## config.mk

```make
export PLATFORM = sky130hd
export DESIGN_NAME = keystream_block_sequencer_flat
export DESIGN_NICKNAME = d
export VERILOG_FILES = /design/src/rtl/keystream_block_sequencer_if.sv /design/src/rtl/keystream_block_sequencer.sv /design/src/flat_wrapper.sv
export SDC_FILE = /design/constraint.sdc
export NUM_CORES = 1
export LEC_CHECK = 0
export ABC_CLOCK_PERIOD_IN_PS = 2750
export CAP_MARGIN = 20
export CORE_AREA = 2 2 131 133
export CTS_CLUSTER_DIAMETER = 200
export DETAILED_ROUTE_END_ITERATION = 10
export DIE_AREA = 0 0 133 135
export HOLD_SLACK_MARGIN = 0.02
export SYNTH_ARGS = -nofsm -noshare
export SYNTH_HDL_FRONTEND = slang
export SYNTH_SLANG_ARGS = --single-unit
```

## constraint.sdc

```tcl
create_clock -name clk -period 2.75 [get_ports clk]
set_clock_uncertainty 0.15 [all_clocks]
set_input_delay 0.275 -clock clk [delete_from_list [all_inputs] [get_ports clk]]
set_output_delay 0.275 -clock clk [all_outputs]
set_load 0.005 [all_outputs]
```

## src/rtl/keystream_block_sequencer_if.sv

```systemverilog
// Job/core handshake bundle for the keystream block sequencer.
// master = sequencer side, slave = job requester plus ChaCha20 core side.
interface keystream_block_sequencer_if;
    logic        start;
    logic [31:0] num_blocks;
    logic [31:0] base_ctr;
    logic        core_ready;
    logic        core_done;
    logic        core_start;
    logic [31:0] core_ctr;
    logic [31:0] blocksproduced;
    logic        busy;
    logic        done;
    logic        ctr_wrap_err;

    modport master (
        input  start, num_blocks, base_ctr, core_ready, core_done,
        output core_start, core_ctr, blocksproduced, busy, done, ctr_wrap_err
    );

    modport slave (
        output start, num_blocks, base_ctr, core_ready, core_done,
        input  core_start, core_ctr, blocksproduced, busy, done, ctr_wrap_err
    );
endinterface

```

## src/rtl/keystream_block_sequencer.sv

```systemverilog
// Issues one ChaCha20 block request at a time for a job of num_blocks blocks,
// stepping the block counter and refusing to wrap it past 32'hFFFFFFFF.
module keystream_block_sequencer (
    input  logic                          clk,
    input  logic                          rst_n,
    keystream_block_sequencer_if.master   bus
);
    typedef logic [31:0] word_t;
    typedef enum logic [2:0] {IDLE, ISSUE, WAIT, DONE, ERR} state_t;

    state_t state_q, state_d;
    word_t  core_ctr_q, core_ctr_d;
    word_t  remaining_q, remaining_d;
    word_t  blocks_q, blocks_d;
    logic   core_start_q, core_start_d;
    logic   busy_q, busy_d;
    logic   done_q, done_d;
    logic   err_q, err_d;
    logic   zero_job;

    always_comb begin
        state_d     = state_q;
        core_ctr_d  = core_ctr_q;
        remaining_d = remaining_q;
        blocks_d    = blocks_q;
        err_d       = err_q;
        zero_job    = 1'b0;

        case (state_q)
            IDLE, ERR: begin
                if (bus.start) begin
                    err_d = 1'b0;
                    if (bus.num_blocks != 32'd0) begin
                        core_ctr_d  = bus.base_ctr;
                        remaining_d = bus.num_blocks;
                        blocks_d    = 32'd0;
                        state_d     = ISSUE;
                    end else begin
                        zero_job = 1'b1;
                        state_d  = IDLE;
                    end
                end
            end
            ISSUE: begin
                if (core_start_q && bus.core_ready) begin
                    state_d = WAIT;
                end
            end
            WAIT: begin
                if (bus.core_done) begin
                    blocks_d    = blocks_q + 32'd1;
                    remaining_d = remaining_q - 32'd1;
                    // The last block may legally use counter FFFFFFFF; only a
                    // further block would need the forbidden wrap to 0.
                    if (remaining_q == 32'd1) begin
                        state_d = DONE;
                    end else if (core_ctr_q == 32'hFFFF_FFFF) begin
                        state_d = ERR;
                        err_d   = 1'b1;
                    end else begin
                        core_ctr_d = core_ctr_q + 32'd1;
                        state_d    = ISSUE;
                    end
                end
            end
            DONE: begin
                state_d = IDLE;
            end
            default: begin
                state_d = IDLE;
            end
        endcase

        // Outputs derive from the next state so they come straight off flops.
        core_start_d = (state_d == ISSUE);
        busy_d       = (state_d == ISSUE) || (state_d == WAIT);
        done_d       = (state_d == DONE) || zero_job;
    end

    always_ff @(posedge clk or negedge rst_n) begin
        if (!rst_n) begin
            state_q      <= IDLE;
            core_ctr_q   <= 32'd0;
            remaining_q  <= 32'd0;
            blocks_q     <= 32'd0;
            core_start_q <= 1'b0;
            busy_q       <= 1'b0;
            done_q       <= 1'b0;
            err_q        <= 1'b0;
        end else begin
            state_q      <= state_d;
            core_ctr_q   <= core_ctr_d;
            remaining_q  <= remaining_d;
            blocks_q     <= blocks_d;
            core_start_q <= core_start_d;
            busy_q       <= busy_d;
            done_q       <= done_d;
            err_q        <= err_d;
        end
    end

    assign bus.core_start     = core_start_q;
    assign bus.core_ctr       = core_ctr_q;
    assign bus.blocksproduced = blocks_q;
    assign bus.busy           = busy_q;
    assign bus.done           = done_q;
    assign bus.ctr_wrap_err   = err_q;
endmodule

```

## src/flat_wrapper.sv

```systemverilog
// flat-port wrapper written by rule: the top's interface ports become plain ports
module keystream_block_sequencer_flat 
  (clk, rst_n, bus_start, bus_num_blocks, bus_base_ctr, bus_core_ready, bus_core_done, bus_core_start, bus_core_ctr, bus_blocksproduced, bus_busy, bus_done, bus_ctr_wrap_err);
  keystream_block_sequencer_if bus_i ();
  input  logic clk;
  input  logic rst_n;
  input wire logic [$bits(bus_i.start)-1:0] bus_start;
  input wire logic [$bits(bus_i.num_blocks)-1:0] bus_num_blocks;
  input wire logic [$bits(bus_i.base_ctr)-1:0] bus_base_ctr;
  input wire logic [$bits(bus_i.core_ready)-1:0] bus_core_ready;
  input wire logic [$bits(bus_i.core_done)-1:0] bus_core_done;
  output wire logic [$bits(bus_i.core_start)-1:0] bus_core_start;
  output wire logic [$bits(bus_i.core_ctr)-1:0] bus_core_ctr;
  output wire logic [$bits(bus_i.blocksproduced)-1:0] bus_blocksproduced;
  output wire logic [$bits(bus_i.busy)-1:0] bus_busy;
  output wire logic [$bits(bus_i.done)-1:0] bus_done;
  output wire logic [$bits(bus_i.ctr_wrap_err)-1:0] bus_ctr_wrap_err;
  assign bus_i.start = bus_start;
  assign bus_i.num_blocks = bus_num_blocks;
  assign bus_i.base_ctr = bus_base_ctr;
  assign bus_i.core_ready = bus_core_ready;
  assign bus_i.core_done = bus_core_done;
  assign bus_core_start = bus_i.core_start;
  assign bus_core_ctr = bus_i.core_ctr;
  assign bus_blocksproduced = bus_i.blocksproduced;
  assign bus_busy = bus_i.busy;
  assign bus_done = bus_i.done;
  assign bus_ctr_wrap_err = bus_i.ctr_wrap_err;
  keystream_block_sequencer u_core (.clk(clk), .rst_n(rst_n), .bus(bus_i));
endmodule
```

### After elaboration in Yosys (flattened, before gate mapping)

Cells that the tools add are included.

* add/subtract/negate cells: 3
* reductions and logical operators: 10
* equal/unequal tests: 14
* multiplexer cells: 29

Operator list (count)
* 32-bit 2-to-1 mux: 11
* 32-bit case mux with 2 select lines: 3
* 32-bit by 1-bit adder with 32-bit output (second input constant): 2
* 32-bit by 1-bit equality test with 1-bit output (second input constant): 1
* 32-bit equality test (second input constant): 1
* 32-bit nonzero test: 1
* 32-bit by 1-bit subtractor with 32-bit output (second input constant): 1
* 3-bit 2-to-1 mux: 5
* 3-bit by 2-bit equality test with 1-bit output (second input constant): 3
* 3-bit case mux with 3 select lines: 1
* 1-bit 2-to-1 mux: 8
* 2-bit inequality test (second input constant): 4
* 3-bit by 1-bit equality test with 1-bit output (second input constant): 2
* 6-bit AND reduction: 1
* 5-bit AND reduction: 1
* 2-bit by 1-bit inequality test with 1-bit output (second input constant): 2
* 4-bit AND reduction: 1
* 3-bit equality test (second input constant): 1
* 3-bit logical NOT: 1
* 1-bit logical OR: 2
* 1-bit case mux with 2 select lines: 1
* 2-bit nonzero test: 1
* 2-bit OR reduction: 1
* 1-bit logical AND: 1

* logic and storage cells: 64
* output and inout port bits: 68
* input bits: 69
* register bits after elaboration: 103

### Longest topological paths before layout

Gate-level depths: netlist (run 1).

* depth in word-level cells: 7
* depth in mapped cells: 11
* depth with buffers taken out: 8

### Worst setup path after synthesis (run 1)

OpenSTA, ideal clock, no wires.

* kind: register -> register
* start point: reg u_core.core_ctr_q[0], in the netlist u_core.bus.core_ctr[0]
* end point: reg u_core.core_ctr_q[0], in the netlist u_core.bus.core_ctr[0]
* arrival: 2.519 ns
* data required time: 2.513 ns
* period minus slack after synthesis: 2.756 ns
* path buffers: 4
* setup slack: -0.006 ns
* stages on the path, launching flop included: 12
* library setup time: 0.087 ns
* cells stage by stage: dfrtp_1 > ha_1 > and3_1 > buf_4 > or4b_1 > buf_2 > or4_4 > a31oi_4 > buf_6 > buf_6 > nand2_1 > o211ai_1

* cells in the longest elaborated chain, start to end: 5
* elaborated cells between the ends (all ways): 8
* those cells by class: add/sub (1); eq/ne (2); mux (4); reduce/logical (1)

RTL lines
* from (decl): RTL line keystream_block_sequencer.sv:12 `word_t core_ctr_q, core_ctr_d;`
* from (signal assigned): RTL line keystream_block_sequencer.sv:92 `core_ctr_q <= core_ctr_d;`
* 32-bit by 1-bit adder with 32-bit output: RTL line keystream_block_sequencer.sv:61 `core_ctr_d = core_ctr_q + 32'd1;`
* 32-bit 2-to-1 mux: RTL line keystream_block_sequencer.sv:57 `end else if (core_ctr_q == 32'hFFFF_FFFF) begin`
* 32-bit 2-to-1 mux: RTL line keystream_block_sequencer.sv:55 `if (remaining_q == 32'd1) begin`
* 32-bit 2-to-1 mux: RTL line keystream_block_sequencer.sv:50 `if (bus.core_done) begin`
* 32-bit case mux with 2 select lines: RTL line keystream_block_sequencer.sv:29 `case (state_q)`

Parallel ways exist; a longest one is shown, timed or not. The select of a mux whose other input is x is not followed.
A chain may end at the register's enable or synchronous reset.

### Worst setup path in the final report (run 1)

* start point: reg u_core.core_ctr_q[1], in the netlist u_core.bus.core_ctr[1]
* end point: reg u_core.core_ctr_q[10], in the netlist u_core.bus.core_ctr[10]

The elaborated chain is that of the path after synthesis.

==> results.cfg, run 1 <==
[synthesis]
syn_area_um2 = 6150
avgSynthCellArea_um2 = 8.52
synthArstFlopShare_pct = 100
yosysSeqAreaShare_pct = 41.9
synth-edff-count = 0
yosys-top-cells-count = 103 x dfrtp_1, 71 x nor2_1, 70 x nand2_1, 54 x a21oi_1, 49 x o21ai_0
synth_nets = 795
yosysWarnings = 0
synth_area_leaders = dfrtp_1 42%, a21oi_1 4.4%, nor2_1 4.3%, nand2_1 4.3%, xnor2_1 4.3%
netlist_instances = 722
synth_most_common_cell = dfrtp_1
synthDominantCellAreaShare_pct = 41.9
synth_area_leader_cell = dfrtp_1
synth.ff_latch_count = 103
synth.distinct_cells = 52
ys.flop_type = dfrtp_1

[drt]
dr.pass1.iters = 5
postRouteAntennaNets = 0
wl_met1_um = 8330
drt-initial-drc-count = 284
drc = 0
wl_per_cell_um = 16.2
routed.top_layer = met4
wl_met3_um = 627
finalWirelength_um = 17900
vias = 6039
viasPerCell = 5.45
met2RoutedLength_um = 8620

[setup_path]
end_kind = flop
path_cells = ha_2 -> and3_1 -> or4b_4 -> or4_4 -> a31oi_4 -> buf_12 -> buf_12 -> nand2_1 -> o21ai_1
cp_common_cell = buf_12
crit_slowest_cell = or4_4
worstSetupStartpointType = flop
crit_arrival_ns = 2.71
critPathMaxStageDelay_ns = 0.51
worst_ep_required_time_ns = 2.87
worstPathMaxFanout = 22
crit_type = flop to flop

[layout]
antenna_cells = 0
area.growth.synth_to_final_pct = 37.1
drive_above_1_share_pct = 9.67
fillers = 1534
nets = 957
stdcell_count = 1109

[clock_network]
clock_sinks = 103
cts_root_buf = clkbuf_16
cts_tree = built
insertion_delay_ns = 0.35
cts_buffer_depth = 2
cts_made_buffers = 9
clk_pin_slew_ns = 0.07
htree_levels = 3

[sta]
period_minus_slack_ns = 2.59
tns_ns = 0
timing.final.hold_violations = 0
worst_slew_pin_slew_ns = 0.742
final-max-slew-violation-count = 0
max_slew_margin_pct = 50.5
finalSetupViolCount = 0
rsz0062_at_grt = no
max_freq_mhz = 387
period_share_pct = 94.0

[hold_path]
holdCritPathClass = flop to flop

[floorplanning]
die_height_um = 135
die-width_um = 133
std_cell_rows = 47
start_util_pct = 37.5
ios = 137
coreArea_um2 = 16400
dieArea_um2 = 18000

[power_and_ir_drop]
p_total_mw = 7.19
irDropWorstVdd_v = 0.000360
leakage_nw = 3.35
p_per_area_nw_per_um2 = 853

[grt]
grt_pass1_wl_um = 29800
grt_overflow = 0
track_usage_pct = 20.5
grt_max_degree = 70
grt_pass1_vias = 5839
antenna_found_initial = 0

[placement]
port-buffer-count = 136
routabilityCongestion = 0.856
place_inst = 1091
dp_hpwl_um = 13200

[status]
outcome = complete, no violations

[flow_run]
max-cap-violations = 0
==> kinds of logic (layout without fill, tap and decap cells) <==
| family | Yosys count | count (layout) | share of synthesized area, % |
|---|---|---|---|
| AO/OA/AOI/OAI | 173 | 173 | 16.3 |
| XOR/XNOR | 51 | 51 | 7.26 |
| adder cells (fa/ha/maj) | 4 | 4 | 0.814 |
| buffers and inverters | 60 | 227 | 4.50 |
| flip-flops | 103 | 103 | 41.9 |
| multiplexers | 24 | 24 | 3.91 |
| AND/OR/NAND/NOR | 307 | 307 | 25.4 |
==> layout by cell type (no fill, tap or decap), types with 3 or more instances in the layout <==
cell type and n:
xnor2_1 30, nor2_1 71, nand3_1 32, or4_1 3
or3_1 11, nor4b_1 4, ha_1 3, mux2i_1 24
buf_12 7, o211ai_1 3, clkdlybuf4s50_1 135, or3b_2 3
and4_1 10, o21ai_0 49, buf_4 50, dfrtp_1 103
a31oi_1 4, nand2_1 70, o22ai_1 3, inv_1 18
o22a_1 5, xor2_1 21, a32oi_1 4, and2_1 4
a22oi_1 6, nand4_1 23, nor3_1 21, nor4_1 24
a21oi_1 53, clkbuf_16 9, o21ai_1 28, and3_1 20
==> critical path, delay by kind of cell, from the launching register on <==
family	cells	cell delay, ns
AOI/OAI and AO/OA	2	0.25
DFF	1	0.36
adders and majority gates	1	0.19
buffers and inverters	2	0.32
and+or+nand+nor	4	1.25
==> sequential cells by signal, indices dropped and copies added, names as in the netlist <==
| signal | flops |
|---|---|
| u_core.bus.blocksproduced | 32 |
| u_core.bus.busy | 1 |
| u_core.bus.core_ctr | 32 |
| u_core.bus.core_start | 1 |
| u_core.bus.ctr_wrap_err | 1 |
| u_core.bus.done | 1 |
| u_core.remaining_q | 32 |
| u_core.state_q | 3 |
==> routing by layer <==
| layer | vias up | global-route usage [%] |
|---|---|---|
| met5 | - | 0 |
| li1 | 2939 | - |
| met2 | 147 | 32.9 |
| met3 | 20 | 2.48 |
| met1 | 2933 | 28.6 |
| met4 | 0 | 7.65 |
==> layout make-up <==
| type | instances | area [um2] | share of cell area, % |
|---|---|---|---|
| Clock inverter | 5 | 56.3 | 0.668 |
| Multi-Input combinational cell | 559 | 3330 | 39.6 |
| Inverter | 18 | 67.6 | 0.801 |
| Timing Repair Buffer | 193 | 1880 | 22.3 |
| Sequential cell | 103 | 2580 | 30.6 |
| Tap cell | 220 | 275 | 3.27 |
| Clock buffer | 11 | 243 | 2.88 |
==> stage by stage <==
step / util (%) / hold WS, ns / setup slack (ns) / instance area, um2
final: 51.4 / 0.356 / 0.165 / 8430
after global routing: 51.4 / 0.392 / 0.00173 / 8430
after CTS: 51.3 / 0.351 / 0.0965 / 8410
after detailed placement: 49.4 / 0.232 / -0.00634 / 8100
after global placement: 49.4 / 0.239 / -0.00943 / 8100
after floorplan: - / -0.171 / 0.0241 / 6150
==> worst paths after layout <==
| path | start | end | slack, ns | depth (start not counted) |
|---|---|---|---|---|
| setup / recovery | u_core.bus.core_ctr[1] | u_core.bus.core_ctr[10] | 0.16 | 9 |
| hold / removal | u_core.remaining_q[21] | u_core.remaining_q[21] | 0.36 | 2 |
| setup reg to reg | u_core.bus.core_ctr[1] | u_core.bus.core_ctr[10] | 0.16 | 9 |
| hold reg to reg | u_core.remaining_q[21] | u_core.remaining_q[21] | 0.36 | 2 |
| max in group asynchronous | rst_n | u_core.bus.core_ctr[6] | 1.33 | 3 |
| min in group asynchronous | rst_n | u_core.bus.blocksproduced[29] | 0.38 | 2 |
==> where the power goes <==
group	leakage [nW]	total, mW	internal (mW)	switching (mW)
combinational	1.90	3.26	1.67	1.59
sequential	1.30	2.62	2.04	0.579
clock	0.146	1.32	0.732	0.583
total	3.35	7.19	4.44	2.76
==> what timing repair did <==
action / CTS / global route
endpoints found under the setup margin: 0 / 25
hold endpoints to repair: 50 / 0
gates resized for setup: 0 / 3
setup buffers: 0 / 1
hold buffers: 1 / 0
No activity file was read; power rests on OpenSTA's default activity.
==> inputs of run 2 (changes only) <==
Settings changed: CORE_AREA 2 2 131 133 to 3 3 132 134, DIE_AREA 0 0 133 135 to 0 0 135 137.
==> results.cfg, run 2 (synthesis results as in run 1) <==
[layout]
drive_above_1_share_pct = 9.47
nets = 955
area.growth.synth_to_final_pct = 36.7
final_common_cell = clkdlybuf4s50_1
final_cell_mix = 135 x clkdlybuf4s50_1, 103 x dfrtp_1, 71 x nor2_1

[clock_network]
cts_root_buf = clkbuf_16
cts_made_buffers = 9
cts_tree = built
htree_levels = 3
insertion_delay_ns = 0.36
clock_sinks = 103
clk_pin_slew_ns = 0.09
cts_buffer_depth = 2

[grt]
antenna_found_initial = 1
track_usage_pct = 19.7
grt_overflow = 0
grt_max_degree = 70
grt_pass1_wl_um = 29600
grt_pass1_vias = 5724

[placement]
port-buffer-count = 136
dp_hpwl_um = 13300
routabilityCongestion = 0.889

[floorplanning]
die-width_um = 135
ios = 137
coreArea_um2 = 16400
die_height_um = 137
start_util_pct = 37.5
std_cell_rows = 47
dieArea_um2 = 18500

[drt]
finalWirelength_um = 18100
vias = 6055
dr.pass1.iters = 5
wl_per_cell_um = 16.4
drc = 0
postRouteAntennaNets = 0
drt-initial-drc-count = 341
viasPerCell = 5.46

[flow_run]
max-cap-violations = 0

[setup_path]
end_kind = flop
worstPathMaxFanout = 5
worst_ep_required_time_ns = 2.84
crit_arrival_ns = 2.72
reg2reg_to = u_core.bus.busy
rrSetupSlack_ns = 0.13
crit_type = flop to flop
worstSetupStartpointType = flop
ff2ff_path_depth = 8
r2r_start = u_core.bus.core_ctr[1]

[hold_path]
min_path_cells = 1
hp-start = u_core.remaining_q[27]
holdCritPathClass = flop to flop
hold_path_end = u_core.remaining_q[27]

[sta]
final-max-slew-violation-count = 0
worst_hold_slack_ns = 0.357
max_freq_mhz = 381
period_share_pct = 95.4
timing.final.hold_violations = 0
rsz0062_at_grt = yes
max_slew_margin_pct = 48.7
finalSetupViolCount = 0
period_minus_slack_ns = 2.62
worst_slew_pin_slew_ns = 0.770

[power_and_ir_drop]
leakage_nw = 3.34
p_total_mw = 7.17
irDropWorstVdd_v = 0.000363
p_per_area_nw_per_um2 = 853

[status]
outcome = complete, no violations
## run 2: changes by cell type in the layout (fill, tap and decap cells not counted), sizes merged
cell	previous run	this run
buf	57	55
clkinvlp	1	0
clkbuf	11	9
diode	0	1
bufinv	1	0
inv	19	24
clkinv	2	1
## run 2: worst max path at each step
stage,from,end,slack (ns)
after floorplan,u_core.bus.core_ctr[0],u_core.bus.core_ctr[0],0.02
after detailed placement,bus_num_blocks[29],u_core.remaining_q[19],-0.11
after global routing,u_core.bus.core_ctr[0],u_core.bus.busy,-0.0006
after global placement,bus_num_blocks[29],u_core.remaining_q[9],-0.08
after CTS,u_core.bus.core_ctr[1],u_core.bus.busy,0.06
final,u_core.bus.core_ctr[1],u_core.bus.busy,0.13
## run 2: final cells by class
type | instances | area [um2]
Clock buffer | 9 | 225
Clock inverter | 7 | 68.8
Fill cell | 1532 | 8000
Tap cell | 220 | 275
Timing Repair Buffer | 191 | 1860
Sequential cell | 103 | 2580
Multi-Input combinational cell | 559 | 3330
Antenna cell | 1 | 2.50
Inverter | 18 | 67.6
## run 2: repair_timing
action,in CTS,in global routing
endpoints found under the setup margin,1,32
setup buffers,0,1
endpoints found under the hold margin,53,0
cloned,0,0
pin swaps,0,1
gates resized for setup,1,1
hold buffers,1,0
## run 2: critical path: stages, from the launching register on
cell and delay (ns):
dfrtp_1 0.36, ha_2 0.20, and3_1 0.18, or4b_4 0.51
nor4_2 0.25, buf_4 0.16, a21oi_1 0.07, or3_1 0.38
a31o_2 0.26
## run 2: power by group
group	switching (mW)	internal [mW]
registers	0.562	2.04
clock network	0.656	0.647
logic	1.60	1.66
## run 2: per-layer routing
metal  global-route usage [%]  share of wire [%]
met3                     2.46                4.0
met4                     6.72                1.7
met2                     32.8                 49
met1                     26.6                 46
met5                        0                  0
## run 2: per-stage QoR
stage / area [um2] / setup TNS, ns / worst slack (ns) / utilization, % / cells
5_1_grt: 8410 / -0.000615 / -0.000615 / 51.3 / 1108
6_report: 8410 / 0 / 0.127 / 51.3 / 1108
3_3_place_gp: 8090 / -1.94 / -0.0807 / 49.3 / 1089
3_5_place_dp: 8090 / -2.28 / -0.113 / 49.3 / 1089
4_1_cts: 8400 / 0 / 0.0596 / 51.2 / 1106
2_1_floorplan: 6150 / 0 / 0.0241 / - / 722
==> inputs of run 3 (changes only) <==
Settings changed: PLACE_DENSITY_LB_ADDON set to 0.25.
==> results.cfg, run 3 (synthesis results as in run 1) <==
[layout]
nets = 961
final_common_cell = clkdlybuf4s50_1
antenna_cells = 0
stdcell_count = 1113
final_cell_mix = 135 x clkdlybuf4s50_1, 103 x dfrtp_1, 71 x nor2_1
fillers = 1542
drive_above_1_share_pct = 10.1
area.growth.synth_to_final_pct = 38.1

[sta]
max_slew_margin_pct = 47.8
final-max-slew-violation-count = 0
timing.final.hold_violations = 0
rsz0062_at_grt = no
worst_hold_slack_ns = 0.292
finalSetupViolCount = 0
worst_slew_pin_slew_ns = 0.776
period_minus_slack_ns = 2.60
period_share_pct = 94.5
tns_ns = 0
max_freq_mhz = 385

[setup_path]
end_kind = flop
crit_type = flop to flop
worstPathMaxFanout = 18
worstSetupStartpointType = flop
crit_arrival_ns = 2.73
worst_ep_required_time_ns = 2.88

[grt]
track_usage_pct = 19.3
antenna_found_initial = 0
grt_overflow = 0
grt_pass1_wl_um = 28800
grt_pass1_vias = 5517
grt_max_degree = 65

[floorplanning]
dieArea_um2 = 18500
die_height_um = 137
coreArea_um2 = 16400
start_util_pct = 37.5
die-width_um = 135
ios = 137
std_cell_rows = 47

[clock_network]
htree_levels = 3
cts_buffer_depth = 2
cts_tree = built
insertion_delay_ns = 0.36
clock_sinks = 103
clk_pin_slew_ns = 0.08
cts_root_buf = clkbuf_16
cts_made_buffers = 9

[drt]
postRouteAntennaNets = 0
viasPerCell = 5.36
vias = 5965
drt-initial-drc-count = 351
wl_per_cell_um = 15.8
dr.pass1.iters = 4
finalWirelength_um = 17600
drc = 0

[power_and_ir_drop]
p_per_area_nw_per_um2 = 861
p_total_mw = 7.31
irDropWorstVdd_v = 0.000379
leakage_nw = 3.38

[hold_path]
holdCritPathClass = primary input to async pin

[placement]
routabilityCongestion = 0.859
port-buffer-count = 136
dp_hpwl_um = 12900
place_inst = 1095

[flow_run]
max-cap-violations = 0

[status]
outcome = complete, no violations
-- run 3: worst paths after layout --
kind / slack (ns) / cells past startpoint / endpoint / startpoint
min in group clk: 0.34 / 1 / u_core.remaining_q[27] / u_core.remaining_q[27]
setup reg to reg: 0.15 / 8 / u_core.bus.core_ctr[20] / u_core.bus.core_ctr[17]
setup / recovery: 0.15 / 8 / u_core.bus.core_ctr[20] / u_core.bus.core_ctr[17]
hold reg to reg: 0.34 / 1 / u_core.remaining_q[27] / u_core.remaining_q[27]
max in group asynchronous: 1.42 / 3 / u_core.remaining_q[11] / rst_n
hold / removal: 0.29 / 2 / u_core.bus.blocksproduced[30] / rst_n
-- run 3: report_power, final --
part | internal [mW] | switching (mW)
registers | 2.04 | 0.561
logic | 1.70 | 1.60
clock network | 0.759 | 0.653
total | 4.50 | 2.81
-- run 3: cell type report --
class	count	area, um2	area share [%]
Tap cell	220	275	3.24
Clock buffer	10	239	2.81
Sequential cell	103	2580	30.4
Clock inverter	6	81.3	0.958
Inverter	18	67.6	0.796
Multi-Input combinational cell	559	3330	39.2
Timing Repair Buffer	197	1920	22.6
-- run 3: layer usage --
metal | up-vias | part of all wire [%] | global-route usage, %
met2 | 156 | 46 | 30.4
met5 | - | 0 | 0
met3 | 21 | 4.3 | 2.54
li1 | 2939 | - | -
met4 | 0 | 1.6 | 5.82
met1 | 2849 | 48 | 27.7
-- run 3: timing repair --
action                                 CTS  global route
buffers inserted                         0             1
resized for setup                        0             2
setup endpoints to repair                0            22
endpoints found under the hold margin   39             0
hold buffers                             1             0
-- run 3: critical path, stage by stage (launching register included) --
cell and delay, ns:
dfrtp_1 0.42, nand4_1 0.20, or4b_4 0.59, or4_4 0.51
a31oi_4 0.17, buf_12 0.18, buf_12 0.15, nand2_1 0.06
o21ai_1 0.08
-- run 3: stage by stage --
stage	util (%)	instance area (um2)	worst slack, ns
4_1_cts	51.6	8470	0.0941
2_1_floorplan	-	6150	0.0241
3_5_place_dp	49.6	8140	0.0403
6_report	51.8	8490	0.151
3_3_place_gp	49.6	8140	0.0493
5_1_grt	51.8	8490	0.00747
